===== src/rtl/prog_loader_pkg.sv =====
// -----------------------------------------------------------------------------
// prog_loader_pkg
// Shared types and constants for the memory program loader.
//   state_e     : loader FSM states
//   err_code_e  : failure causes reported on err_code_o
//   ByteWidth, LenWidth, CsumWidth : fixed widths of the serial frame fields
//   is_receiving() : true in the states that consume frame bytes
// -----------------------------------------------------------------------------
package prog_loader_pkg;

  localparam int unsigned ByteWidth = 8;
  localparam int unsigned LenWidth  = 16;
  localparam int unsigned CsumWidth = 8;

  typedef enum logic [2:0] {
    IDLE     = 3'd0,
    HDR_BANK = 3'd1,
    LEN0     = 3'd2,
    LEN1     = 3'd3,
    DATA     = 3'd4,
    CSUM     = 3'd5,
    DONE     = 3'd6,
    ERR      = 3'd7
  } state_e;

  typedef enum logic [2:0] {
    ERR_NONE    = 3'd0,
    ERR_BANK    = 3'd1,
    ERR_LEN     = 3'd2,
    ERR_CSUM    = 3'd3,
    ERR_TIMEOUT = 3'd4,
    ERR_ABORT   = 3'd5
  } err_code_e;

  // States in which the loader is in the middle of a frame.
  function automatic logic is_receiving(input state_e s);
    return (s == HDR_BANK) || (s == LEN0) || (s == LEN1) ||
           (s == DATA) || (s == CSUM);
  endfunction

endpackage


===== src/rtl/mem_prog_loader_if.sv =====
// -----------------------------------------------------------------------------
// mem_prog_loader_if
// Byte stream link: a one-cycle valid strobe plus the byte it qualifies.
//   dv   : byte valid strobe
//   data : received byte
// Modports: master drives the stream, slave consumes it.
// -----------------------------------------------------------------------------
interface mem_prog_loader_if;
  import prog_loader_pkg::*;

  logic                 dv;
  logic [ByteWidth-1:0] data;

  modport master (output dv, output data);
  modport slave  (input dv, input data);

endinterface


===== src/rtl/prog_word_assembler.sv =====
// -----------------------------------------------------------------------------
// prog_word_assembler
// Collects bytes (least significant first) into DataWidth-bit words.
//   clk, rst_n : clock and asynchronous active-low reset
//   clear      : drops any partially assembled word
//   rx         : incoming byte stream (slave side)
//   word       : assembled word including the byte currently on rx
//   last       : high when the byte on rx completes a word
// DataWidth must be a multiple of 8 and at most 64.
// -----------------------------------------------------------------------------
module prog_word_assembler
  import prog_loader_pkg::*;
#(
  parameter int unsigned DataWidth = 32
) (
  input  logic                 clk,
  input  logic                 rst_n,
  input  logic                 clear,
  mem_prog_loader_if.slave     rx,
  output logic [DataWidth-1:0] word,
  output logic                 last
);

  localparam int unsigned BytesPerWord = DataWidth / ByteWidth;
  localparam int unsigned CntWidth     = (BytesPerWord > 1) ? $clog2(BytesPerWord) : 1;
  localparam logic [CntWidth-1:0] LastIdx = CntWidth'(BytesPerWord - 1);

  logic [DataWidth-1:0] shift_q;
  logic [CntWidth-1:0]  cnt_q;

  // New byte enters at the top and everything moves down one byte, so after
  // BytesPerWord strobes the first byte sits in the least significant lane.
  // Shifting the concatenation avoids an empty slice when DataWidth is 8.
  assign word = DataWidth'({rx.data, shift_q} >> ByteWidth);
  assign last = rx.dv && (cnt_q == LastIdx);

  always_ff @(posedge clk or negedge rst_n) begin
    if (!rst_n) begin
      shift_q <= '0;
      cnt_q   <= '0;
    end else if (clear) begin
      shift_q <= '0;
      cnt_q   <= '0;
    end else if (rx.dv) begin
      shift_q <= word;
      cnt_q   <= last ? '0 : cnt_q + CntWidth'(1);
    end
  end

endmodule


===== src/rtl/mem_prog_loader.sv =====
// -----------------------------------------------------------------------------
// mem_prog_loader
// Receives a program image over a byte stream and writes it into one of
// NumBanks memories while holding the core in reset.
// Frame: bank byte, 16-bit length L (LSB first), L words of DataWidth/8 bytes
// (LSB first), one checksum byte (mod-256 sum of all preceding frame bytes).
//   clk_i, rst_ni   : clock, asynchronous active-low reset
//   prog_i          : programming request level; a rising edge starts a load
//   rx_dv_i         : one-cycle valid strobe for rx_byte_i
//   rx_byte_i       : received byte
//   we_o            : one-hot per-bank write strobe
//   addr_o, wdata_o : word address and data for the write
//   prog_rst_no     : active-low core reset, released after a good load
//   busy_o          : load in progress
//   done_o, err_o   : last load succeeded / failed
//   err_code_o      : failure cause (see err_code_e)
// -----------------------------------------------------------------------------
module mem_prog_loader
  import prog_loader_pkg::*;
#(
  parameter int unsigned DataWidth     = 32,
  parameter int unsigned AddrWidth     = 12,
  parameter int unsigned NumBanks      = 2,
  parameter int unsigned TimeoutCycles = 65536
) (
  input  logic                 clk_i,
  input  logic                 rst_ni,
  input  logic                 prog_i,
  input  logic                 rx_dv_i,
  input  logic [7:0]           rx_byte_i,
  output logic [NumBanks-1:0]  we_o,
  output logic [AddrWidth-1:0] addr_o,
  output logic [DataWidth-1:0] wdata_o,
  output logic                 prog_rst_no,
  output logic                 busy_o,
  output logic                 done_o,
  output logic                 err_o,
  output logic [2:0]           err_code_o
);

  localparam int unsigned TmoWidth = $clog2(TimeoutCycles + 1);
  localparam logic [TmoWidth-1:0] TmoLast = TmoWidth'(TimeoutCycles - 1);
  // Largest word count that fits the address space; 33 bits so that
  // 2**AddrWidth stays representable for any sensible AddrWidth.
  localparam logic [32:0] MaxWords = 33'(1) << AddrWidth;

  state_e    state_q, state_d;
  err_code_e err_code_q, err_code_d;

  logic                 prog_q;
  logic                 prog_rise;
  logic                 prog_fall;
  logic                 receiving;
  logic                 start;
  logic                 do_write;

  logic [7:0]           bank_q;
  logic [7:0]           len_lo_q;
  logic [LenWidth-1:0]  len_q;
  logic [LenWidth-1:0]  len_full;
  logic [LenWidth-1:0]  word_cnt_q;
  logic [CsumWidth-1:0] csum_q;
  logic [TmoWidth-1:0]  tmo_q;

  logic [NumBanks-1:0]  we_q;
  logic [AddrWidth-1:0] addr_q;
  logic [DataWidth-1:0] wdata_q;
  logic                 prog_rst_n_q;

  logic [DataWidth-1:0] asm_word;
  logic                 asm_last;

  mem_prog_loader_if rx_bus ();

  assign prog_rise = prog_i && !prog_q;
  assign prog_fall = !prog_i && prog_q;
  assign receiving = is_receiving(state_q);
  assign len_full  = {rx_byte_i, len_lo_q};

  // Only payload bytes reach the assembler; outside DATA it is held empty so
  // every word starts aligned at the first payload byte.
  assign rx_bus.dv   = rx_dv_i && (state_q == DATA);
  assign rx_bus.data = rx_byte_i;

  prog_word_assembler #(
    .DataWidth (DataWidth)
  ) u_assembler (
    .clk   (clk_i),
    .rst_n (rst_ni),
    .clear (state_q != DATA),
    .rx    (rx_bus),
    .word  (asm_word),
    .last  (asm_last)
  );

  always_ff @(posedge clk_i or negedge rst_ni) begin
    if (!rst_ni) begin
      state_q    <= IDLE;
      err_code_q <= ERR_NONE;
    end else begin
      state_q    <= state_d;
      err_code_q <= err_code_d;
    end
  end

  // Abort on prog_i falling beats everything else, including a word that
  // completes in the same cycle. The timeout fires on the TimeoutCycles-th
  // consecutive cycle without a strobe.
  always_comb begin
    state_d    = state_q;
    err_code_d = err_code_q;
    start      = 1'b0;
    do_write   = 1'b0;

    case (state_q)
      IDLE, DONE, ERR: begin
        if (prog_rise) begin
          state_d    = HDR_BANK;
          err_code_d = ERR_NONE;
          start      = 1'b1;
        end
      end
      HDR_BANK: begin
        if (rx_dv_i) begin
          if (32'(rx_byte_i) >= NumBanks) begin
            state_d    = ERR;
            err_code_d = ERR_BANK;
          end else begin
            state_d = LEN0;
          end
        end
      end
      LEN0: begin
        if (rx_dv_i) begin
          state_d = LEN1;
        end
      end
      LEN1: begin
        if (rx_dv_i) begin
          if (33'(len_full) > MaxWords) begin
            state_d    = ERR;
            err_code_d = ERR_LEN;
          end else if (len_full == '0) begin
            state_d = CSUM;
          end else begin
            state_d = DATA;
          end
        end
      end
      DATA: begin
        if (asm_last) begin
          do_write = 1'b1;
          if (word_cnt_q == len_q - LenWidth'(1)) begin
            state_d = CSUM;
          end
        end
      end
      CSUM: begin
        if (rx_dv_i) begin
          if (rx_byte_i == csum_q) begin
            state_d = DONE;
          end else begin
            state_d    = ERR;
            err_code_d = ERR_CSUM;
          end
        end
      end
      default: state_d = IDLE;
    endcase

    if (receiving) begin
      if (prog_fall) begin
        state_d    = ERR;
        err_code_d = ERR_ABORT;
        do_write   = 1'b0;
      end else if (!rx_dv_i && (tmo_q == TmoLast)) begin
        state_d    = ERR;
        err_code_d = ERR_TIMEOUT;
      end
    end
  end

  // prog_q resets high so a request already asserted during reset is not
  // mistaken for a new rising edge.
  always_ff @(posedge clk_i or negedge rst_ni) begin
    if (!rst_ni) begin
      prog_q     <= 1'b1;
      bank_q     <= '0;
      len_lo_q   <= '0;
      len_q      <= '0;
      word_cnt_q <= '0;
      csum_q     <= '0;
      tmo_q      <= '0;
    end else begin
      prog_q <= prog_i;
      if (start) begin
        word_cnt_q <= '0;
        csum_q     <= '0;
        tmo_q      <= '0;
      end else if (receiving) begin
        if (rx_dv_i) begin
          csum_q <= csum_q + rx_byte_i;
          tmo_q  <= '0;
        end else begin
          tmo_q <= tmo_q + TmoWidth'(1);
        end
        if (rx_dv_i && (state_q == HDR_BANK)) begin
          bank_q <= rx_byte_i;
        end
        if (rx_dv_i && (state_q == LEN0)) begin
          len_lo_q <= rx_byte_i;
        end
        if (rx_dv_i && (state_q == LEN1)) begin
          len_q <= len_full;
        end
        if (do_write) begin
          word_cnt_q <= word_cnt_q + LenWidth'(1);
        end
      end
    end
  end

  // The write port is registered, so the strobe lands one cycle after the
  // last byte of the word and lasts exactly one cycle.
  always_ff @(posedge clk_i or negedge rst_ni) begin
    if (!rst_ni) begin
      we_q    <= '0;
      addr_q  <= '0;
      wdata_q <= '0;
    end else begin
      we_q <= '0;
      if (do_write) begin
        we_q    <= NumBanks'(1) << bank_q;
        addr_q  <= AddrWidth'(word_cnt_q);
        wdata_q <= asm_word;
      end
    end
  end

  // Core reset follows the state one cycle late: released a cycle after
  // DONE is reached, asserted a cycle after any load starts, and left high
  // in IDLE so the core runs normally out of reset.
  always_ff @(posedge clk_i or negedge rst_ni) begin
    if (!rst_ni) begin
      prog_rst_n_q <= 1'b1;
    end else if (state_q == DONE) begin
      prog_rst_n_q <= 1'b1;
    end else if (state_q != IDLE) begin
      prog_rst_n_q <= 1'b0;
    end
  end

  assign we_o        = we_q;
  assign addr_o      = addr_q;
  assign wdata_o     = wdata_q;
  assign prog_rst_no = prog_rst_n_q;
  assign busy_o      = receiving;
  assign done_o      = (state_q == DONE);
  assign err_o       = (state_q == ERR);
  assign err_code_o  = err_code_q;

endmodule


===== config.mk =====
export PLATFORM = sky130hd
export DESIGN_NAME = mem_prog_loader
export DESIGN_NICKNAME = d
export VERILOG_FILES = /design/src/rtl/prog_loader_pkg.sv /design/src/rtl/mem_prog_loader_if.sv /design/src/rtl/prog_word_assembler.sv /design/src/rtl/mem_prog_loader.sv
export SDC_FILE = /design/constraint.sdc
export NUM_CORES = 1
export LEC_CHECK = 0
export ABC_CLOCK_PERIOD_IN_PS = 5650
export BUFFER_PORTS_ARGS = -buffer_cell sky130_fd_sc_hd__buf_2
export CAP_MARGIN = 20
export CORE_MARGIN = 1.5
export CORE_UTILIZATION = 63
export DETAILED_ROUTE_END_ITERATION = 8
export GPL_ROUTABILITY_DRIVEN = 0
export PLACE_DENSITY_LB_ADDON = 0.25
export SLEW_MARGIN = 10
export SYNTH_ARGS = -nofsm -noshare
export SYNTH_HDL_FRONTEND = slang
export SYNTH_SLANG_ARGS = --single-unit

===== constraint.sdc =====
create_clock -name clk_i -period 5.65 [get_ports clk_i]
set_input_delay 0 -clock clk_i [delete_from_list [all_inputs] [get_ports clk_i]]
set_output_delay 0 -clock clk_i [all_outputs]
set_load 0.01 [all_outputs]

# After elaboration in Yosys (flattened, before gate mapping)
# Index checks and enable logic that the tools add are counted.
# totals
output_inout_bits	53
elab_cells	114
input_bits	12
ff_bits	161
# op_classes
mux	49
n_bitwise	1
add_sub_neg	5
reduce_logical	29
eq_ne	12
shifts	1
magnitude_cmp	2
# ops
cell	count
32-bit 2-to-1 mux	2
3-bit 2-to-1 mux	21
17-bit 2-to-1 mux	3
16-bit 2-to-1 mux	3
8-bit 2-to-1 mux	3
3-bit one-hot mux with 6 select lines	1
17-bit by 1-bit adder with 17-bit output (second input constant)	1
17-bit by 16-bit equality test with 1-bit output (second input constant)	1
16-bit by 1-bit adder with 16-bit output (second input constant)	1
16-bit equality test	1
16-bit by 13-bit > comparator with 1-bit output (second input constant)	1
16-bit zero test	1
16-bit by 1-bit subtractor with 16-bit output (second input constant)	1
3-bit equality test (second input constant)	4
3-bit one-hot mux with 4 select lines	1
1-bit 2-to-1 mux	10
2-bit 2-to-1 mux	5
2-bit nonzero test	5
3-bit AND reduction	3
8-bit adder	1
8-bit equality test	1
8-bit by 2-bit greater-or-equal comparator with 1-bit output (second input constant)	1
1-bit logical AND	8
1-bit by 8-bit << shifter with 2-bit output (first input constant)	1
12 further kinds	19

# Longest topological paths before layout
# logic_depth
depth_word	10
depth_mapped	9
depth_no_buf	9

# By module
# Synthesis repeated with hierarchy kept, for this count alone.
# unflattened
cells_unflattened	769
area_unflattened_um2	7552.2
# by_module_without_submodules
module	cells_each	n_inst	seq_area_each_um2	area_each_um2
mem_prog_loader	675	1	3180.6	6398.6
prog_word_assembler	94	1	650.6	1153.6

# Least setup slack after synthesis
# Ideal clock, no wire load.
# synth_timing
path_type	reg2reg
startpoint	reg state_q[1]
endpoint	reg csum_q[7]
path_stages_with_launch	9
period_less_slack_ns	2.023
path_buffers	2
path_slack_ns	3.627
t_arrival_ns	1.892
required_time_ns	5.519
setup_time_ns	0.131
cell_sequence	dfrtp_1 buf_2 and2_1 buf_2 nor2_1 nor2_1 nor2_1 nor2_1 or3b_1
# synth_via
elab_chain_cells	7
elab_cells_between_ends	18
cone_classes	eq/ne (7); mux (2); reduce/logical (9)
# synth_lines
element	line_no	text
start, declared	mem_prog_loader.sv:47	state_e state_q, state_d;
start signal, assigned	mem_prog_loader.sv:101	state_q <= state_d;
3-bit by 1-bit equality test with 1-bit output or 3-bit by 2-bit equality test with 1-bit output (tied branches)	prog_loader_pkg.sv:37	return (s == HDR_BANK) || (s == LEN0) || (s == LEN1) ||
1-bit logical OR (3 in a row)	prog_loader_pkg.sv:37	
1-bit logical OR (*)	prog_loader_pkg.sv:38	(s == DATA) || (s == CSUM);
via busy_o	mem_prog_loader.sv:35	output logic busy_o,
2-bit nonzero test (no source line) (*)	--	
2-bit AND reduction (no source line) (*)	--	
end signal, assigned	mem_prog_loader.sv:202	csum_q <= csum_q + rx_byte_i;
end, declared	mem_prog_loader.sv:62	logic [CsumWidth-1:0] csum_q;
# The timed path passes the listed nets; every way through them passes the cells marked *.
# A chain may end at the register's enable or synchronous reset.

# Worst setup path after layout
# layout_timing
startpoint	reg state_q[2]
endpoint	reg word_cnt_q[13]
# layout_via
elab_chain_cells	9
elab_cells_between_ends	24
cone_classes	eq/ne (7); mux (6); reduce/logical (11)
# layout_lines
element	line_no	text
3-bit equality test	prog_loader_pkg.sv:38, mem_prog_loader.sv:82, mem_prog_loader.sv:115	
1-bit logical AND	mem_prog_loader.sv:82	assign rx_bus.dv = rx_dv_i && (state_q == DATA);
1-bit logical AND	prog_word_assembler.sv:35	assign last = rx.dv && (cnt_q == LastIdx);
1-bit 2-to-1 mux	mem_prog_loader.sv:151	if (asm_last) begin
1-bit 2-to-1 mux	mem_prog_loader.sv:115	case (state_q)
1-bit 2-to-1 mux	mem_prog_loader.sv:172	if (prog_fall) begin
1-bit 2-to-1 mux	mem_prog_loader.sv:171	if (receiving) begin
2-bit nonzero test (no source line)	--	
2-bit AND reduction (no source line)	--	
end signal, assigned	mem_prog_loader.sv:217	word_cnt_q <= word_cnt_q + LenWidth'(1);
end, declared	mem_prog_loader.sv:61	logic [LenWidth-1:0] word_cnt_q;
# Parallel ways exist; a longest one is shown, timed or not.

==> flow_summary.json <==
{
  "seq_area_frac_synth_pct": 52.8,
  "slew_viol_final": 0,
  "period_needed_ns": 3.02,
  "initial_core_util_pct": 64.1,
  "grt_pass1_vias": 5270,
  "hold_class": "in -> reg",
  "syn-cell-area_um2": 7260,
  "ff2ff_setup_slack_ns": 2.63,
  "ctsLongestPathBuffers": 2,
  "min_from": "rx_dv_i",
  "die_w_um": 110,
  "fmax_ghz": 0.331,
  "synth_edf_count": 0,
  "first_pass_iters": 5,
  "detail_route.iter0.violations": 406,
  "die-area_um2": 12200,
  "syn_to_final_growth_pct": 14.9,
  "antenna_found_initial": 0,
  "grt_usage_pct": 28.4,
  "nNetsFinal": 816,
  "whs_ns": 0.0705,
  "ant_nets": 0,
  "start_kind": "register",
  "max_cap_violations": 0,
  "end_kind": "register",
  "wl_per_cell_um": 17.0,
  "synth_area_per_cell_um2": 9.97,
  "ios": 65,
  "htreeDepth": 4,
  "diodes": 0,
  "p_leak_nw": 4.12,
  "setup_viol": 0,
  "tightest_slew_ns": 0.909,
  "drc": 0,
  "synth_cell_types": 57,
  "fillers": 779,
  "whs_endpoint": "state_q[1]$_DFF_PN0_",
  "layout-drive-gt1-share_pct": 17.7,
  "r2r_cells": 7,
  "ys_ff_latch": 153,
  "fin_crit_sh_pct": 53.4,
  "syn_nets": 753,
  "path_clk_slew_ns": 0.06,
  "cts_hold_buf": 10,
  "status": "complete, no violations",
  "cts.sink_count": 153,
  "hpwl_um": 10800,
  "reg2reg_to": "word_cnt_q[13]$_DFFE_PN0P_",
  "rsz0062_at_grt": "false",
  "clk_latency_ns": 0.42,
  "slew_headroom_pct": 39.2,
  "vdd_drop_max_v": 0.000341,
  "postSynth.asyncResetShare_pct": 100,
  "post_cts.repair.setup_buffers": 0,
  "via_per_inst": 5.92,
  "final.setup.tns_ns": 0,
  "die_h_um": 110,
  "routed_wl_um": 16100,
  "critPathArrivalTime_ns": 3.32,
  "critPathMaxFanout": 55,
  "cts_buffers": 17,
  "yosys_warnings": 0,
  "cts_resized": 0,
  "utilization_pct": 73.6,
  "syn_inst": 728,
  "power_density_nw_per_um2": 435,
  "grt_pass1_wl_um": 26100,
  "cts-root-buf": "clkbuf_16",
  "grt.overflow.total": 0,
  "cp.required_ns": 5.95,
  "vias": 5595,
  "port_buffers": 64,
  "finClkSkew_ns": 0.00861,
  "crit_type": "reg -> reg",
  "finalHoldViolations": 0,
  "cts_tree": "yes",
  "hold_depth": 3,
  "core_um2": 11300,
  "timing.rr.start": "state_q[2]$_DFF_PN0_",
  "ys.flop_type": "dfrtp_1",
  "core.rowCount": 39,
  "grt_max_degree": 87
}
## cell usage after synthesis, drive strengths merged, types with 2 or more instances
cell type | count | area share (%)
buf | 16 | 1.1
nor4 | 10 | 0.86
dfstp | 2 | 0.72
a2111o | 2 | 0.31
xor2 | 28 | 3.4
nand2b | 4 | 0.34
nand3b | 3 | 0.31
and4 | 2 | 0.24
a211oi | 3 | 0.38
nor2b | 4 | 0.34
and3 | 6 | 0.52
a22oi | 2 | 0.21
clkbuf | 21 | 1.1
nor2 | 57 | 2.9
xnor2 | 22 | 2.7
mux2i | 4 | 0.55
ha | 12 | 2.1
or3b | 2 | 0.24
nand4 | 12 | 1.0
a22o | 27 | 3.3
inv | 16 | 0.83
a21oi | 9 | 0.62
o31ai | 2 | 0.21
mux2 | 32 | 5.0
dfrtp | 151 | 52
nor3 | 19 | 1.5
o21a | 3 | 0.31
a21boi | 2 | 0.21
and2 | 4 | 0.34
a32o | 2 | 0.28
a31oi | 3 | 0.26
o211ai | 5 | 0.52
o21ai | 28 | 2.0
nor3b | 4 | 0.41
nand3 | 15 | 1.0
or3 | 6 | 0.52
o22ai | 2 | 0.17
o41ai | 2 | 0.24
nand2 | 174 | 9.0
## cell usage in the layout, fill, tap and decap left out, types with 3 or more instances in the layout
cell / synthesis / layout
a21oi_1: 9 / 9
a22o_1: 27 / 27
a31oi_1: 3 / 3
and2_1: 4 / 4
and3_1: 6 / 6
buf_2: 14 / 63
buf_4: 0 / 6
clkbuf_16: 0 / 17
clkinv_2: 0 / 3
clkinvlp_4: 0 / 3
dfrtp_1: 151 / 151
dlygate4sd3_1: 0 / 10
ha_1: 12 / 12
inv_1: 16 / 16
mux2_2: 32 / 32
mux2i_1: 4 / 4
nand2_1: 173 / 173
nand2b_1: 4 / 4
nand3_1: 15 / 15
nand3b_1: 3 / 3
nand4_1: 12 / 12
nor2_1: 57 / 57
nor2b_1: 4 / 4
nor3_1: 17 / 17
nor3b_1: 4 / 4
nor4_1: 10 / 10
o211ai_1: 5 / 5
o21a_1: 3 / 3
o21ai_0: 26 / 26
or3_1: 6 / 6
xnor2_1: 22 / 22
xor2_1: 28 / 28
## critical path: stages (launching register included)
cell	delay, ns
dfrtp_1	0.74
and4bb_2	0.76
o311ai_4	0.19
buf_4	0.33
a2111oi_4	0.48
nand3_1	0.15
xor2_1	0.16
nor2_1	0.05
## power by group
part / total (mW) / internal (mW) / switching [mW]
logic: 1.05 / 0.467 / 0.588
clock network: 1.08 / 0.645 / 0.434
registers: 1.49 / 1.28 / 0.216
total: 3.63 / 2.39 / 1.24
## cells by family after synthesis
kind of cell,after synthesis,share of synthesized area (%)
adder cells (fa/ha/maj),13,2.34
buffers and inverters,53,2.98
XOR/XNOR,50,6.03
AND/OR/NAND/NOR,324,20.0
multiplexers,36,5.52
flip-flops,153,52.8
AO/OA/AOI/OAI,99,10.3
## state kept, by name, summed over array words and instances (netlist names)
name / cells
wdata_o: 32
u_assembler.shift_q: 24
tmo_q: 17
len_q: 16
word_cnt_q: 16
addr_o: 12
bank_q: 8
csum_q: 8
len_lo_q: 8
err_code_o: 3
state_q: 3
u_assembler.cnt_q: 2
we_o: 2
prog_q: 1
prog_rst_no: 1
## worst max-delay path by stage
stage                                 end  slack (ns)                  from  cells after the start
2_1_floorplan       csum_q[7]$_DFFE_PN0P_        3.63  state_q[1]$_DFF_PN0_                      8
3_3_place_gp   word_cnt_q[15]$_DFFE_PN0P_        2.74  state_q[2]$_DFF_PN0_                      7
3_5_place_dp   word_cnt_q[15]$_DFFE_PN0P_        2.65  state_q[2]$_DFF_PN0_                      7
4_1_cts        word_cnt_q[13]$_DFFE_PN0P_        2.67  state_q[2]$_DFF_PN0_                      7
5_1_grt        word_cnt_q[12]$_DFFE_PN0P_        2.39  state_q[2]$_DFF_PN0_                      7
6_report       word_cnt_q[13]$_DFFE_PN0P_        2.63  state_q[2]$_DFF_PN0_                      7
## through the flow
step                setup WS (ns)  cells  total power [mW]  cell area (um2)
finish                       2.63    945              3.63             8340
global route                 2.39    945              3.81             8340
CTS                          2.67    944              3.62             8310
detailed placement           2.65    904              2.53             7650
global placement             2.74    903              2.46             7640
floorplan                    3.63    728              2.26             7260
## layer usage
layer  up-vias  track usage [%]  wire length, um
met3        28             4.59              840
met2       192             46.4             8080
met4         0             10.8              315
met5         -                0                0
li1       2624                -                -
met1      2751             38.3             6860
## area by class of cell
cell class | count | area [um2] | share of cell area (%)
inverters | 16 | 60.1 | 0.721
repair buffers | 81 | 499 | 5.99
multi-input cells | 522 | 3210 | 38.5
clock inverters | 11 | 124 | 1.49
well taps | 143 | 179 | 2.15
flip-flops and latches | 153 | 3830 | 46.0
clock buffers | 19 | 433 | 5.19
Power figures use the tool's default switching activity.
